**config.mk**
```make
export PLATFORM = sky130hd
export DESIGN_NAME = uart_frame_tx_flat
export DESIGN_NICKNAME = d
export VERILOG_FILES = /design/src/rtl/uart_frame_tx_if.sv /design/src/rtl/uart_frame_tx.sv /design/src/flat_wrapper.sv
export SDC_FILE = /design/constraint.sdc
export NUM_CORES = 1
export LEC_CHECK = 0
export ABC_AREA = 1
export CAP_MARGIN = 20
export CORE_AREA = 2 2 96 98
export DETAILED_ROUTE_END_ITERATION = 10
export DIE_AREA = 0 0 98 100
export GPL_ROUTABILITY_DRIVEN = 1
export GPL_TIMING_DRIVEN = 0
export PLACE_DENSITY_LB_ADDON = 0.3
export SLEW_MARGIN = 10
export SYNTH_ARGS = -nofsm -noshare
export SYNTH_HDL_FRONTEND = slang
export SYNTH_SLANG_ARGS = --single-unit
```
**constraint.sdc**
```tcl
create_clock -name sys_clk -period 1.8 [get_ports sys_clk]
set_clock_uncertainty 0.2 [all_clocks]
set_input_delay 0.36 -clock sys_clk [delete_from_list [all_inputs] [get_ports sys_clk]]
set_output_delay 0.36 -clock sys_clk [all_outputs]
set_load 0.01 [all_outputs]
```
**src/rtl/uart_frame_tx_if.sv**
```systemverilog
// rtl/uart_frame_tx_if.sv - byte handshake between the telemetry framer and uart_send
interface uart_frame_tx_if;
    logic       uart_en;
    logic [7:0] uart_din;
    logic       uart_tx_busy;

    modport master (output uart_en, output uart_din, input uart_tx_busy);
    modport slave  (input uart_en, input uart_din, output uart_tx_busy);
endinterface

```
**src/rtl/uart_frame_tx.sv**
```systemverilog
// rtl/uart_frame_tx.sv - telemetry framer (HEADER,TYPE,h,m,s,temp[,CHK]); CHK byte enabled by UART_FRAME_CHK_EN
module uart_frame_tx #(
    parameter logic [7:0] HEADER       = 8'hA5,
    parameter int         BUSY_TIMEOUT = 16
) (
    input  logic             sys_clk,
    input  logic             sys_rst_n,
    input  logic             frame_req,
    input  logic [7:0]       hour,
    input  logic [7:0]       min,
    input  logic [7:0]       sec,
    input  logic [7:0]       temp,
    input  logic             alarm_temp,
    input  logic             alarm_clock,
    uart_frame_tx_if.master  uart,
    output logic             frame_busy,
    output logic             frame_done,
    output logic [7:0]       frames_sent
);

    typedef enum logic [2:0] {IDLE, SEND, WAIT_HI, WAIT_LO, NEXT} state_t;

`ifdef UART_FRAME_CHK_EN
    localparam logic [2:0] LAST_IDX = 3'd6;
`else
    localparam logic [2:0] LAST_IDX = 3'd5;
`endif
    localparam logic [7:0] TO_LIM = 8'(BUSY_TIMEOUT);

    state_t     state_q, state_d;
    logic [2:0] idx_q, idx_d;
    logic [7:0] cnt_q, cnt_d;
    logic       pend_q, pend_d;
    logic [7:0] sent_q, sent_d;
    logic [7:0] din_q, din_d;
    logic [7:0] type_q, hour_q, min_q, sec_q, temp_q;
    logic       load;
    logic       en;
    logic       done;
    logic [7:0] cur_byte;
    logic [7:0] type_now;

    assign type_now = alarm_temp ? 8'h02 : (alarm_clock ? 8'h03 : 8'h01);

    always_comb begin
        cur_byte = HEADER;
        case (idx_q)
            3'd1:    cur_byte = type_q;
            3'd2:    cur_byte = hour_q;
            3'd3:    cur_byte = min_q;
            3'd4:    cur_byte = sec_q;
            3'd5:    cur_byte = temp_q;
`ifdef UART_FRAME_CHK_EN
            3'd6:    cur_byte = type_q + hour_q + min_q + sec_q + temp_q;
`endif
            default: cur_byte = HEADER;
        endcase
    end

    always_comb begin
        state_d = state_q;
        idx_d   = idx_q;
        cnt_d   = cnt_q;
        pend_d  = pend_q;
        sent_d  = sent_q;
        din_d   = din_q;
        load    = 1'b0;
        en      = 1'b0;
        done    = 1'b0;

        // Any request outside IDLE (including the NEXT->IDLE cycle) is remembered once.
        if (frame_req && (state_q != IDLE))
            pend_d = 1'b1;

        case (state_q)
            IDLE: begin
                if (frame_req || pend_q) begin
                    load    = 1'b1;
                    pend_d  = 1'b0;
                    idx_d   = 3'd0;
                    state_d = SEND;
                end
            end
            SEND: begin
                // Hold off while uart_send is still finishing an earlier byte.
                if (!uart.uart_tx_busy) begin
                    en      = 1'b1;
                    din_d   = cur_byte;
                    cnt_d   = 8'd0;
                    state_d = WAIT_HI;
                end
            end
            WAIT_HI: begin
                if (uart.uart_tx_busy)
                    state_d = WAIT_LO;
                else if (cnt_q == TO_LIM)
                    state_d = NEXT;
                else
                    cnt_d = cnt_q + 8'd1;
            end
            WAIT_LO: begin
                if (!uart.uart_tx_busy)
                    state_d = NEXT;
            end
            NEXT: begin
                if (idx_q == LAST_IDX) begin
                    done    = 1'b1;
                    sent_d  = sent_q + 8'd1;
                    state_d = IDLE;
                end else begin
                    idx_d   = idx_q + 3'd1;
                    state_d = SEND;
                end
            end
            default: state_d = IDLE;
        endcase
    end

    always_ff @(posedge sys_clk or negedge sys_rst_n) begin
        if (!sys_rst_n) begin
            state_q <= IDLE;
            idx_q   <= 3'd0;
            cnt_q   <= 8'd0;
            pend_q  <= 1'b0;
            sent_q  <= 8'd0;
            din_q   <= 8'h00;
            type_q  <= 8'h00;
            hour_q  <= 8'h00;
            min_q   <= 8'h00;
            sec_q   <= 8'h00;
            temp_q  <= 8'h00;
        end else begin
            state_q <= state_d;
            idx_q   <= idx_d;
            cnt_q   <= cnt_d;
            pend_q  <= pend_d;
            sent_q  <= sent_d;
            din_q   <= din_d;
            if (load) begin
                type_q <= type_now;
                hour_q <= hour;
                min_q  <= min;
                sec_q  <= sec;
                temp_q <= temp;
            end
        end
    end

    // The byte is presented combinationally in SEND so it is valid alongside uart_en.
    assign uart.uart_en  = en;
    assign uart.uart_din = (state_q == SEND) ? cur_byte : din_q;
    assign frame_busy    = (state_q != IDLE) && !done;
    assign frame_done    = done;
    assign frames_sent   = sent_q;

endmodule

```
**src/flat_wrapper.sv**
```systemverilog
// flat-port wrapper written by rule: the top's interface ports become plain ports
module uart_frame_tx_flat 
#(
    parameter logic [7:0] HEADER       = 8'hA5,
    parameter int         BUSY_TIMEOUT = 16
)
  (sys_clk, sys_rst_n, frame_req, hour, min, sec, temp, alarm_temp, alarm_clock, frame_busy, frame_done, frames_sent, uart_uart_en, uart_uart_din, uart_uart_tx_busy);
  uart_frame_tx_if uart_i ();
  input  logic sys_clk;
  input  logic sys_rst_n;
  input  logic frame_req;
  input  logic [7:0] hour;
  input  logic [7:0] min;
  input  logic [7:0] sec;
  input  logic [7:0] temp;
  input  logic alarm_temp;
  input  logic alarm_clock;
  output logic frame_busy;
  output logic frame_done;
  output logic [7:0] frames_sent;
  output wire logic [$bits(uart_i.uart_en)-1:0] uart_uart_en;
  output wire logic [$bits(uart_i.uart_din)-1:0] uart_uart_din;
  input wire logic [$bits(uart_i.uart_tx_busy)-1:0] uart_uart_tx_busy;
  assign uart_uart_en = uart_i.uart_en;
  assign uart_uart_din = uart_i.uart_din;
  assign uart_i.uart_tx_busy = uart_uart_tx_busy;
  uart_frame_tx #(.HEADER(HEADER), .BUSY_TIMEOUT(BUSY_TIMEOUT)) u_core (.sys_clk(sys_clk), .sys_rst_n(sys_rst_n), .frame_req(frame_req), .hour(hour), .min(min), .sec(sec), .temp(temp), .alarm_temp(alarm_temp), .alarm_clock(alarm_clock), .uart(uart_i), .frame_busy(frame_busy), .frame_done(frame_done), .frames_sent(frames_sent));
endmodule
```
==> impl_metrics.yaml, run 1 <==
outcome:
  outcome: "complete, but fails checks"
  failed_checks: "setup timing"
routing:
  wire_per_inst_um: 13.3
  drt_first_iter_violations: 146
  totalWireLength_mm: 9.15
  drtAntennaViolNets: 0
  drt-pass1-iter-count: 5
  vias: 3324
  route.detailed.drc: 0
  routed_via_density: 4.83
placed_design:
  gp_routability_congestion: 0.831
  dp.final_hpwl_mm: 6.02
  portBuffers: 56
  preCtsSetupSlack_ps: -778
job:
  max-cap-violations: 0
timing:
  slew_of_the_pin_with_the_lowest_slew_margin_ps: 448
  finalCriticalPeriod_ps: 2410
  finalSetupViolations: 16
  timing.final.crit_share_pct: 134
  clock.fmax_ghz: 0.415
  setup_slack_ps: -610
  rsz0062_at_grt: "true"
  timing.final.hold_violations: 0
  slew-limit-headroom_pct: 70.1
  slew_violations: 0
synthesis:
  synth-seq-area-share_pct: 47.2
  yosys_warnings: 0
  netlist_instances: 460
  post-synth-top-area-cell: "sky130_fd_sc_hd__dfrtp_1"
  synth.top_cell.area_share_pct: 47.2
  post_synth_mux_area_share_pct: 0
  post_synth_num_cell_types: 29
  post_synth_and_or_nand_nor_area_fraction_pct: 38.7
  post_synth.cell_area_avg_um2: 7.50
  synthAdderAreaFrac_pct: 2.90
  syn_nets: 506
  synth_compound_area_share_pct: 3.45
  netlist_area_um2: 3450
  synth-xor-area-share_pct: 1.02
  synth_area_leaders: "sky130_fd_sc_hd__dfrtp_1 47%, sky130_fd_sc_hd__nand2_1 21%, sky130_fd_sc_hd__nand3_1 9.0%"
  synth_top_family_by_area: "simple AND/OR/NAND/NOR gates"
  ys_ff_latch: 65
cells_and_area:
  fillerInstances: 829
  layout_overhead_on_the_synthesized_area_pct: 44.9
  insertedDiodeCount: 0
  drive_gt1_share_pct: 27.6
  final_nets: 618
  utilization_pct: 56.2
floorplanning:
  placement_rows: 35
  die_area_um2: 9800
  placeable_core_region_um2: 8890
  chipWidth_um: 98
  die_h_um: 100
  ioPinCount: 57
  initial_core_util_pct: 38.8
critical_path:
  crit_arrival_ps: 1850
  cp_data_required_time_ps: 1240
  worst_case_register_to_register_setup_slack_ps: -370
  crit_fanout: 5
  criticalPathCategory: "reg -> out"
  start_kind: "flop"
  kind_of_end_point_of_the_critical_path: "output pin"
clock_tree:
  clk_root_buffer_cell: "sky130_fd_sc_hd__clkbuf_8"
  insertion_delay_ps: 340
  clock_path_buffers: 2
  cts_sinks: 65
  tritoncts.num_buffers: 9
  htreeDepth: 3
  tritoncts: "built"
  worst_setup_hold_path_clk_slew_ps: 70
power:
  cellPowerDensity_nw_per_um2: 1360
  maximum_vdd_drop_mv: 0.550
  p_leak_nw: 2.58
global_routing:
  antenna_violations_before_repair: 0
  grt.overflow.total: 0
  first_pass_grt_wire_length_mm: 15.3
  maximum_number_of_pins_on_one_net_before_global_route_repair: 58
  groute.usage.overall_pct: 19.5
  via_count_of_the_first_global_routing_pass: 3310
worst_hold_path:
  tightest_hold_check_type: "in -> async"
cell usage in the layout, fill, tap and decap left out, types with 3 or more instances in the layout:
cell type                         count
sky130_fd_sc_hd__clkinv_2             3
sky130_fd_sc_hd__nand4_1              7
sky130_fd_sc_hd__nand2_1            170
sky130_fd_sc_hd__buf_6               22
sky130_fd_sc_hd__nor2_1              19
sky130_fd_sc_hd__inv_1               27
sky130_fd_sc_hd__ha_1                 3
sky130_fd_sc_hd__buf_4               31
sky130_fd_sc_hd__dlygate4sd2_1        7
sky130_fd_sc_hd__o21ai_0             14
sky130_fd_sc_hd__buf_2                9
sky130_fd_sc_hd__clkdlybuf4s50_1     36
sky130_fd_sc_hd__nand3_2              5
sky130_fd_sc_hd__inv_2                8
sky130_fd_sc_hd__o21ai_2              3
sky130_fd_sc_hd__nor2_4               4
sky130_fd_sc_hd__inv_4                4
sky130_fd_sc_hd__nand2_4              6
sky130_fd_sc_hd__dfrtp_2              3
sky130_fd_sc_hd__nor2_2               4
sky130_fd_sc_hd__nand3_1             57
sky130_fd_sc_hd__nand2_2             29
sky130_fd_sc_hd__ha_4                 5
sky130_fd_sc_hd__clkbuf_8             9
sky130_fd_sc_hd__dfrtp_1             62
Yosys cell counts:
cell	n
sky130_fd_sc_hd__nand2_1	197
sky130_fd_sc_hd__dfrtp_1	65
sky130_fd_sc_hd__nand3_1	62
sky130_fd_sc_hd__inv_1	35
sky130_fd_sc_hd__nor2_1	26
sky130_fd_sc_hd__o21ai_0	15
sky130_fd_sc_hd__ha_1	8
sky130_fd_sc_hd__nand4_1	7
sky130_fd_sc_hd__nand2_2	6
sky130_fd_sc_hd__buf_2	4
sky130_fd_sc_hd__clkbuf_1	4
sky130_fd_sc_hd__inv_2	4
sky130_fd_sc_hd__buf_1	3
sky130_fd_sc_hd__o21ai_2	3
sky130_fd_sc_hd__a21oi_1	2
sky130_fd_sc_hd__nand2_4	2
sky130_fd_sc_hd__nand3b_1	2
sky130_fd_sc_hd__nor3_4	2
sky130_fd_sc_hd__xnor2_1	2
sky130_fd_sc_hd__xor2_1	2
sky130_fd_sc_hd__buf_12	1
sky130_fd_sc_hd__buf_4	1
sky130_fd_sc_hd__buf_6	1
sky130_fd_sc_hd__clkinv_1	1
sky130_fd_sc_hd__nand3_4	1
sky130_fd_sc_hd__nor2_2	1
sky130_fd_sc_hd__nor3_1	1
sky130_fd_sc_hd__o21a_1	1
sky130_fd_sc_hd__or2_2	1
registers in the layout (all words and copies together) (netlist names):
signal / count
u_core.cnt_q: 8
u_core.din_q: 8
u_core.frames_sent: 8
u_core.hour_q: 8
u_core.min_q: 8
u_core.sec_q: 8
u_core.temp_q: 8
u_core.idx_q: 3
u_core.state_q: 3
u_core.type_q: 2
u_core.pend_q: 1
stage by stage:
stage	hold WS, ps	std cells	TNS [ps]	power, mW	instance area, µm²
2_1_floorplan	-136	460	-0.0301	4.04	3500
6_report	188	688	-7470	6.81	5000
3_5_place_dp	8.10	628	-12960	4.91	4230
3_3_place_gp	254	627	-143620	4.82	4200
5_1_grt	199	688	-8840	7.38	5000
4_1_cts	189	684	-6950	6.74	4870
critical path, cell delays in order, from the launching register on:
cell and delay [ps]:
sky130_fd_sc_hd__dfrtp_2 470, sky130_fd_sc_hd__inv_4 70, sky130_fd_sc_hd__ha_4 170, sky130_fd_sc_hd__nand2_4 70, sky130_fd_sc_hd__inv_4 40, sky130_fd_sc_hd__buf_4 130
sky130_fd_sc_hd__nand2_1 70, sky130_fd_sc_hd__nand2_2 80, sky130_fd_sc_hd__nor2_4 120, sky130_fd_sc_hd__nand2_2 60, sky130_fd_sc_hd__nand2_2 50, sky130_fd_sc_hd__nand2_1 40
sky130_fd_sc_hd__buf_2 130
metal layers:
| metal | GRT usage, % | wire length (µm) | vias to the layer above |
|---|---|---|---|
| met5 | 0 | 0 | - |
| met1 | 23.5 | 3840 | 1566 |
| met2 | 35.5 | 4820 | 71 |
| met3 | 4.04 | 370 | 12 |
| met4 | 5.24 | 119 | 0 |
| li1 | - | - | 1675 |
power by group:
group / internal (mW) / switching, mW / leakage, nW / total, mW
logic: 1.34 / 1.81 / 1.65 / 3.14
registers: 1.98 / 0.334 / 0.829 / 2.31
clock network: 0.773 / 0.575 / 0.106 / 1.35
total: 4.09 / 2.72 / 2.58 / 6.81
what timing repair did:
action | in CTS | in global routing
pin swaps | 29 | 26
cloned | 0 | 0
buffers inserted | 40 | 12
hold buffers | 1 | 0
resized for setup | 108 | 32
setup endpoints to repair | 27 | 32
hold endpoints to repair | 65 | 0
cell type report:
| type | instances | area [µm²] | share of cell area (%) |
|---|---|---|---|
| Tap cell | 111 | 139 | 2.78 |
| Clock inverter | 6 | 82.6 | 1.65 |
| Clock buffer | 10 | 128 | 2.55 |
| Buffer | 13 | 90.1 | 1.80 |
| Timing Repair Buffer | 102 | 956 | 19.1 |
| Inverter | 40 | 165 | 3.30 |
| Multi-Input combinational cell | 341 | 1810 | 36.2 |
| Sequential cell | 65 | 1630 | 32.6 |
cells by family (layout without fill, tap and decap cells):
group           Yosys count  in the layout
buf+inv                  54            171
simple gates            308            308
fa+ha+maj                 8              8
compound gates           21             21
flops                    65             65
xor+xnor                  4              4
worst paths after layout:
path                                   from                     to  cells after the start
setup / recovery            u_core.idx_q[0]       uart_uart_din[7]                     12
hold / removal                    sys_rst_n        u_core.cnt_q[2]                      2
setup reg to reg            u_core.idx_q[1]  u_core.frames_sent[7]                     14
hold reg to reg            u_core.hour_q[6]       u_core.hour_q[6]                      2
max in group asynchronous         sys_rst_n      u_core.state_q[1]                      3
min in group sys_clk       u_core.hour_q[6]       u_core.hour_q[6]                      2
Note: power is estimated with default switching activity, not from simulation.
==> run 2, diff against run 1 <==
--- a/config.mk
+++ b/config.mk
@@ -12,7 +12,7 @@
 export DIE_AREA = 0 0 98 100
 export GPL_ROUTABILITY_DRIVEN = 1
 export GPL_TIMING_DRIVEN = 0
-export PLACE_DENSITY_LB_ADDON = 0.3
+export PLACE_DENSITY = 0.63
 export SLEW_MARGIN = 10
 export SYNTH_ARGS = -nofsm -noshare
 export SYNTH_HDL_FRONTEND = slang
==> run 2 against run 1 <==
Net effect:
- the flow still finishes with violations (setup timing)
- via count shrank 1.2%
- core utilization increased by 0.11 points
- power is 3.8% higher
- flip-flop and latch count unchanged
- critical path depth fell by 1
- highest routed layer unchanged
- sequential power barely moved
- clock power rose by 5%
- hold slack improved by 80 ps
- sequential share of layout area hardly changed
- first-iteration DRC count rose by 29%
==> impl_metrics.yaml, run 2 (synthesis gave the netlist of run 1 again) <==
placed_design:
  dp.final_hpwl_mm: 6.04
  portBuffers: 56
  gp_routability_congestion: 0.816
  dpl-instance-area_um2: 4220
timing:
  rsz0062_at_grt: "true"
  timing.final.hold_violations: 0
  finalCriticalPeriod_ps: 2490
  finalSetupViolations: 19
  slew-limit-headroom_pct: 70.7
  timing.final.crit_share_pct: 138
  slew_violations: 0
  clock.fmax_ghz: 0.401
  setup_slack_ps: -692
  slew_of_the_pin_with_the_lowest_slew_margin_ps: 439
outcome:
  failed_checks: "setup timing"
  outcome: "complete, but fails checks"
cells_and_area:
  final_design_area_no_fill_um2: 5010
  commonest_non_fill_non_tap_cell_in_the_layout: "sky130_fd_sc_hd__nand2_1"
  drive_gt1_share_pct: 26.0
  final_nets: 619
  utilization_pct: 56.3
  insertedDiodeCount: 0
  layout_common_cells: "180 x sky130_fd_sc_hd__nand2_1, 60 x sky130_fd_sc_hd__dfrtp_1, 56 x sky130_fd_sc_hd__nand3_1"
  layout_overhead_on_the_synthesized_area_pct: 45.2
clock_tree:
  tritoncts: "built"
  worst_setup_hold_path_clk_slew_ps: 70
  clk_root_buffer_cell: "sky130_fd_sc_hd__clkbuf_8"
  tritoncts.num_buffers: 9
  htreeDepth: 3
  insertion_delay_ps: 350
  clock_path_buffers: 2
  cts_sinks: 65
worst_hold_path:
  tightest_hold_check_type: "in -> async"
routing:
  routed_via_density: 4.77
  wire_per_inst_um: 13.2
  route.detailed.drc: 0
  totalWireLength_mm: 9.06
  drtAntennaViolNets: 0
  vias: 3285
  drt_first_iter_violations: 188
  drt-pass1-iter-count: 4
critical_path:
  crit_arrival_ps: 1930
  cp_top_family: "buffers and inverters"
  start_kind: "flop"
  worst_case_register_to_register_setup_slack_ps: -630
  criticalPathCategory: "reg -> out"
  crit_path_cell_trace: "buf_6, ha_4, inv_2, nor2_4, buf_6, buf_6, nand2_2, nand4_1, nand3_1, nand2_1, buf_2"
  path_buf_inv: 5
  kind_of_end_point_of_the_critical_path: "output pin"
  critical-path-max-stage-delay_ps: 460
  cp_data_required_time_ps: 1240
  path_common_cell: "sky130_fd_sc_hd__buf_6"
  crit_fanout: 4
  cpMaxStageDelayCell: "sky130_fd_sc_hd__dfrtp_2"
floorplanning:
  die_area_um2: 9800
  placement_rows: 35
  ioPinCount: 57
  die_h_um: 100
  chipWidth_um: 98
  initial_core_util_pct: 38.8
  placeable_core_region_um2: 8890
job:
  max-cap-violations: 0
power:
  maximum_vdd_drop_mv: 0.592
  total_power_mw: 7.07
  cellPowerDensity_nw_per_um2: 1410
  p_leak_nw: 2.58
global_routing:
  grt.overflow.total: 0
  groute.usage.overall_pct: 20.1
  antenna_violations_before_repair: 0
  via_count_of_the_first_global_routing_pass: 3331
  maximum_number_of_pins_on_one_net_before_global_route_repair: 40
  first_pass_grt_wire_length_mm: 15.7
==> run 2: changes by cell type in the layout (fill, tap and decap cells not counted), sizes merged <==
cell	before	now
clkdlybuf4s15	0	1
inv	39	40
clkinv	4	5
clkinvlp	1	0
clkbuf	14	13
==> run 2: repair_timing <==
item / in CTS / in global routing
buffers inserted: 50 / 8
hold endpoints to repair: 26 / 0
endpoints found under the setup margin: 29 / 46
resized for setup: 110 / 28
pin swaps: 22 / 17
hold buffers: 1 / 0
gates cloned: 0 / 1
==> run 2: metal layers <==
| layer | global-route usage, % | wire length [µm] |
|---|---|---|
| met3 | 4.81 | 345 |
| met5 | 0 | 0 |
| met2 | 35.1 | 4690 |
| met1 | 24.5 | 3920 |
| met4 | 6.94 | 109 |
==> run 2: worst register-to-register path, cell delays in order (launching register included) <==
cell and delay [ps]:
sky130_fd_sc_hd__dfrtp_2 440, sky130_fd_sc_hd__inv_2 100, sky130_fd_sc_hd__ha_4 180, sky130_fd_sc_hd__nand2_4 90
sky130_fd_sc_hd__inv_4 60, sky130_fd_sc_hd__buf_6 120, sky130_fd_sc_hd__nand2_4 50, sky130_fd_sc_hd__nand2_2 40
sky130_fd_sc_hd__inv_1 40, sky130_fd_sc_hd__nand4_1 160, sky130_fd_sc_hd__buf_4 180, sky130_fd_sc_hd__buf_4 120
sky130_fd_sc_hd__buf_4 120, sky130_fd_sc_hd__buf_4 120, sky130_fd_sc_hd__buf_4 120, sky130_fd_sc_hd__buf_4 120
sky130_fd_sc_hd__nand2_1 50, sky130_fd_sc_hd__nand2_1 50
==> run 2: worst paths after layout <==
| path | start | end | depth (start not counted) |
|---|---|---|---|
| setup / recovery | u_core.idx_q[1] | uart_uart_din[4] | 11 |
| hold / removal | sys_rst_n | u_core.frames_sent[2] | 2 |
| setup reg to reg | u_core.idx_q[1] | u_core.din_q[2] | 17 |
| hold reg to reg | u_core.temp_q[3] | u_core.temp_q[3] | 2 |
| max in group asynchronous | sys_rst_n | u_core.state_q[1] | 3 |
| min in group sys_clk | u_core.temp_q[3] | u_core.temp_q[3] | 2 |
==> run 2: cell type report <==
cell class / instances / area, µm²
clock buffers: 9 / 124
flip-flops and latches: 65 / 1630
repair buffers: 102 / 943
clock inverters: 7 / 104
plain buffers: 14 / 114
multi-input cells: 341 / 1790
well taps: 111 / 139
fillers: 808 / 3880
inverters: 40 / 163
==> run 2: stage by stage <==
stage,TNS [ps],setup slack (ps),hold WS [ps],cells
2_1_floorplan,-0.0301,-0.0301,-136,460
3_3_place_gp,-145320,-2060,254,627
3_5_place_dp,-12760,-767,102,628
4_1_cts,-8110,-692,266,694
5_1_grt,-9160,-806,285,689
6_report,-7040,-692,268,689
==> run 2: where the power goes <==
part	switching, mW	internal, mW	leakage (nW)	total, mW
Clock	0.624	0.794	0.114	1.42
Sequential	0.341	1.98	0.826	2.32
Combinational	1.85	1.47	1.64	3.32
==> variant: new RTL, config.mk and constraints of run 1 <==
Add a define of `UART_FRAME_CHK_EN`.
--- a/src/rtl/uart_frame_tx.sv
+++ b/src/rtl/uart_frame_tx.sv
@@ -1,4 +1,6 @@
 // rtl/uart_frame_tx.sv - telemetry framer (HEADER,TYPE,h,m,s,temp[,CHK]); CHK byte enabled by UART_FRAME_CHK_EN
+`define UART_FRAME_CHK_EN
+
 module uart_frame_tx #(
     parameter logic [7:0] HEADER       = 8'hA5,
     parameter int         BUSY_TIMEOUT = 16
Formal check against the unedited RTL: no difference found for any inputs over 10 cycles, from zero or initial values and one cycle with sys_rst_n low; that may be too few to reach the edited logic, so the function may still have changed.
==> variant against run 1 <==
The run still ends with negative setup slack left. Final area up 7.1%. Worst setup slack worse by 1.5 ns. Wire length up 6.2%. Cell count grew 4.7%. Critical path depth grew 2. Area after synthesis rose by 18%. Sequential share of layout area fell by 2.2 points. Count of clock-buffer cells in the layout increased by 3. Sequential cell count is the same. Global-route usage rose by 1.4 points. Largest cell class unchanged.
Power is not shown: default switching activity piles up to over one toggle a cycle in this logic, so the estimate is an artifact.
==> variant: results (changes against run 1) <==
| Metric | Value |
|---|---|
| Final WS setup | -2.13 ns (was -0.610 ns) |
| Placed insts | 683 (was 628) |
| R2r endpoint | u_core.din_q[4] (was u_core.frames_sent[7]) |
| Post-Layout Cell Count | 720 (was 688) |
| GRT Total Usage | 20.9% (was 19.5%) |
| Arrival time at the worst endpoint | 3.37 ns (was 1.85 ns) |
| DP Wirelength | 7050 um (was 6020 um) |
| Post-DR vias/cell | 5.09 (was 4.83) |
| DP Area | 0.00485 mm2 (was 0.00423 mm2) |
| Pre-CTS WS | -2.24 ns (was -0.778 ns) |
| Outcome | finished, violations left (unchanged) |
| Worst slew margin | 64.9% (was 70.1%) |
| FF-to-FF setup slack | -1.48 ns (was -0.37 ns) |
| Crit-path max cell delay | 0.54 ns (was 0.47 ns) |
| Met2 usage | 33.4% (was 35.5%) |
| Fin Setup TNS | -28.03 ns (was -7.47 ns) |
| GR Util met3 | 4.11% (was 4.04%) |
| Slowest-stage cell, CP | fa_1 (was dfrtp_2) |
| Failing checks | negative setup slack (unchanged) |
| Dominant delay contributor by cell family on the critical path | adder cells (was simple AND/OR/NAND/NOR gates) |
| Post-synth top cells | nand2_1, inv_1, dfrtp_1 (was nand2_1, dfrtp_1, nand3_1) |
| Crit-path max FO | 3 (was 5) |
| Placer Congestion | 0.888 (was 0.831) |
| Routed WL | 9720 um (was 9150 um) |
| Top post-synthesis cells by area | dfrtp_1, nand2_1, inv_1 (was dfrtp_1, nand2_1, nand3_1) |
| DR WL met2 | 4490 um (was 4820 um) |
| Critical R2R Launch | u_core.temp_q[0] (was u_core.idx_q[1]) |
| Final Setup Violations | 23 (was 16) |
-- variant: layout make-up --
cell class	count	area (um2)
Sequential cell	65	1630
Fill cell	774	3530
Tap cell	111	139
Clock inverter	3	40.0
Buffer	10	76.3
Timing Repair Buffer	78	718
Clock buffer	13	149
Inverter	96	368
Multi-Input combinational cell	344	2240
-- variant: cells by family (layout without fill, tap and decap cells) --
kind of cell / after synthesis / after routing / synth area share, %
AOI/OAI and AO/OA: 87 / 87 / 11.7
buffers and inverters: 106 / 200 / 10.2
adders and majority gates: 30 / 30 / 12.1
xor gates and xnor gates: 13 / 13 / 2.79
DFF: 65 / 65 / 39.8
and+or+nand+nor: 214 / 214 / 23.3
-- variant: what timing repair did --
| item | in CTS | in global routing |
|---|---|---|
| endpoints found under the hold margin | 28 | 0 |
| gates resized for setup | 90 | 35 |
| pin swaps | 20 | 18 |
| buffers inserted | 14 | 7 |
| hold buffers | 1 | 0 |
| endpoints found under the setup margin | 52 | 68 |
-- variant: how the worst min path moves through the flow --
stage	startpoint	slack, ns	endpoint	cells after the start
2_1_floorplan	sys_rst_n	-0.14	u_core.cnt_q[0]	0
3_3_place_gp	u_core.din_q[7]	0.27	u_core.din_q[7]	2
3_5_place_dp	sys_rst_n	0.11	u_core.min_q[7]	1
4_1_cts	u_core.frames_sent[7]	0.27	u_core.frames_sent[7]	1
5_1_grt	u_core.frames_sent[7]	0.30	u_core.frames_sent[7]	1
6_report	u_core.frames_sent[7]	0.27	u_core.frames_sent[7]	1
-- variant: worst reg2reg max path: cells and delay by family, from the launching register on --
kind / cells / cell delay (ns)
buf+inv: 3 / 0.30
fa+ha+maj: 4 / 1.73
compound gates: 4 / 0.39
flops: 1 / 0.40
simple gates: 3 / 0.16
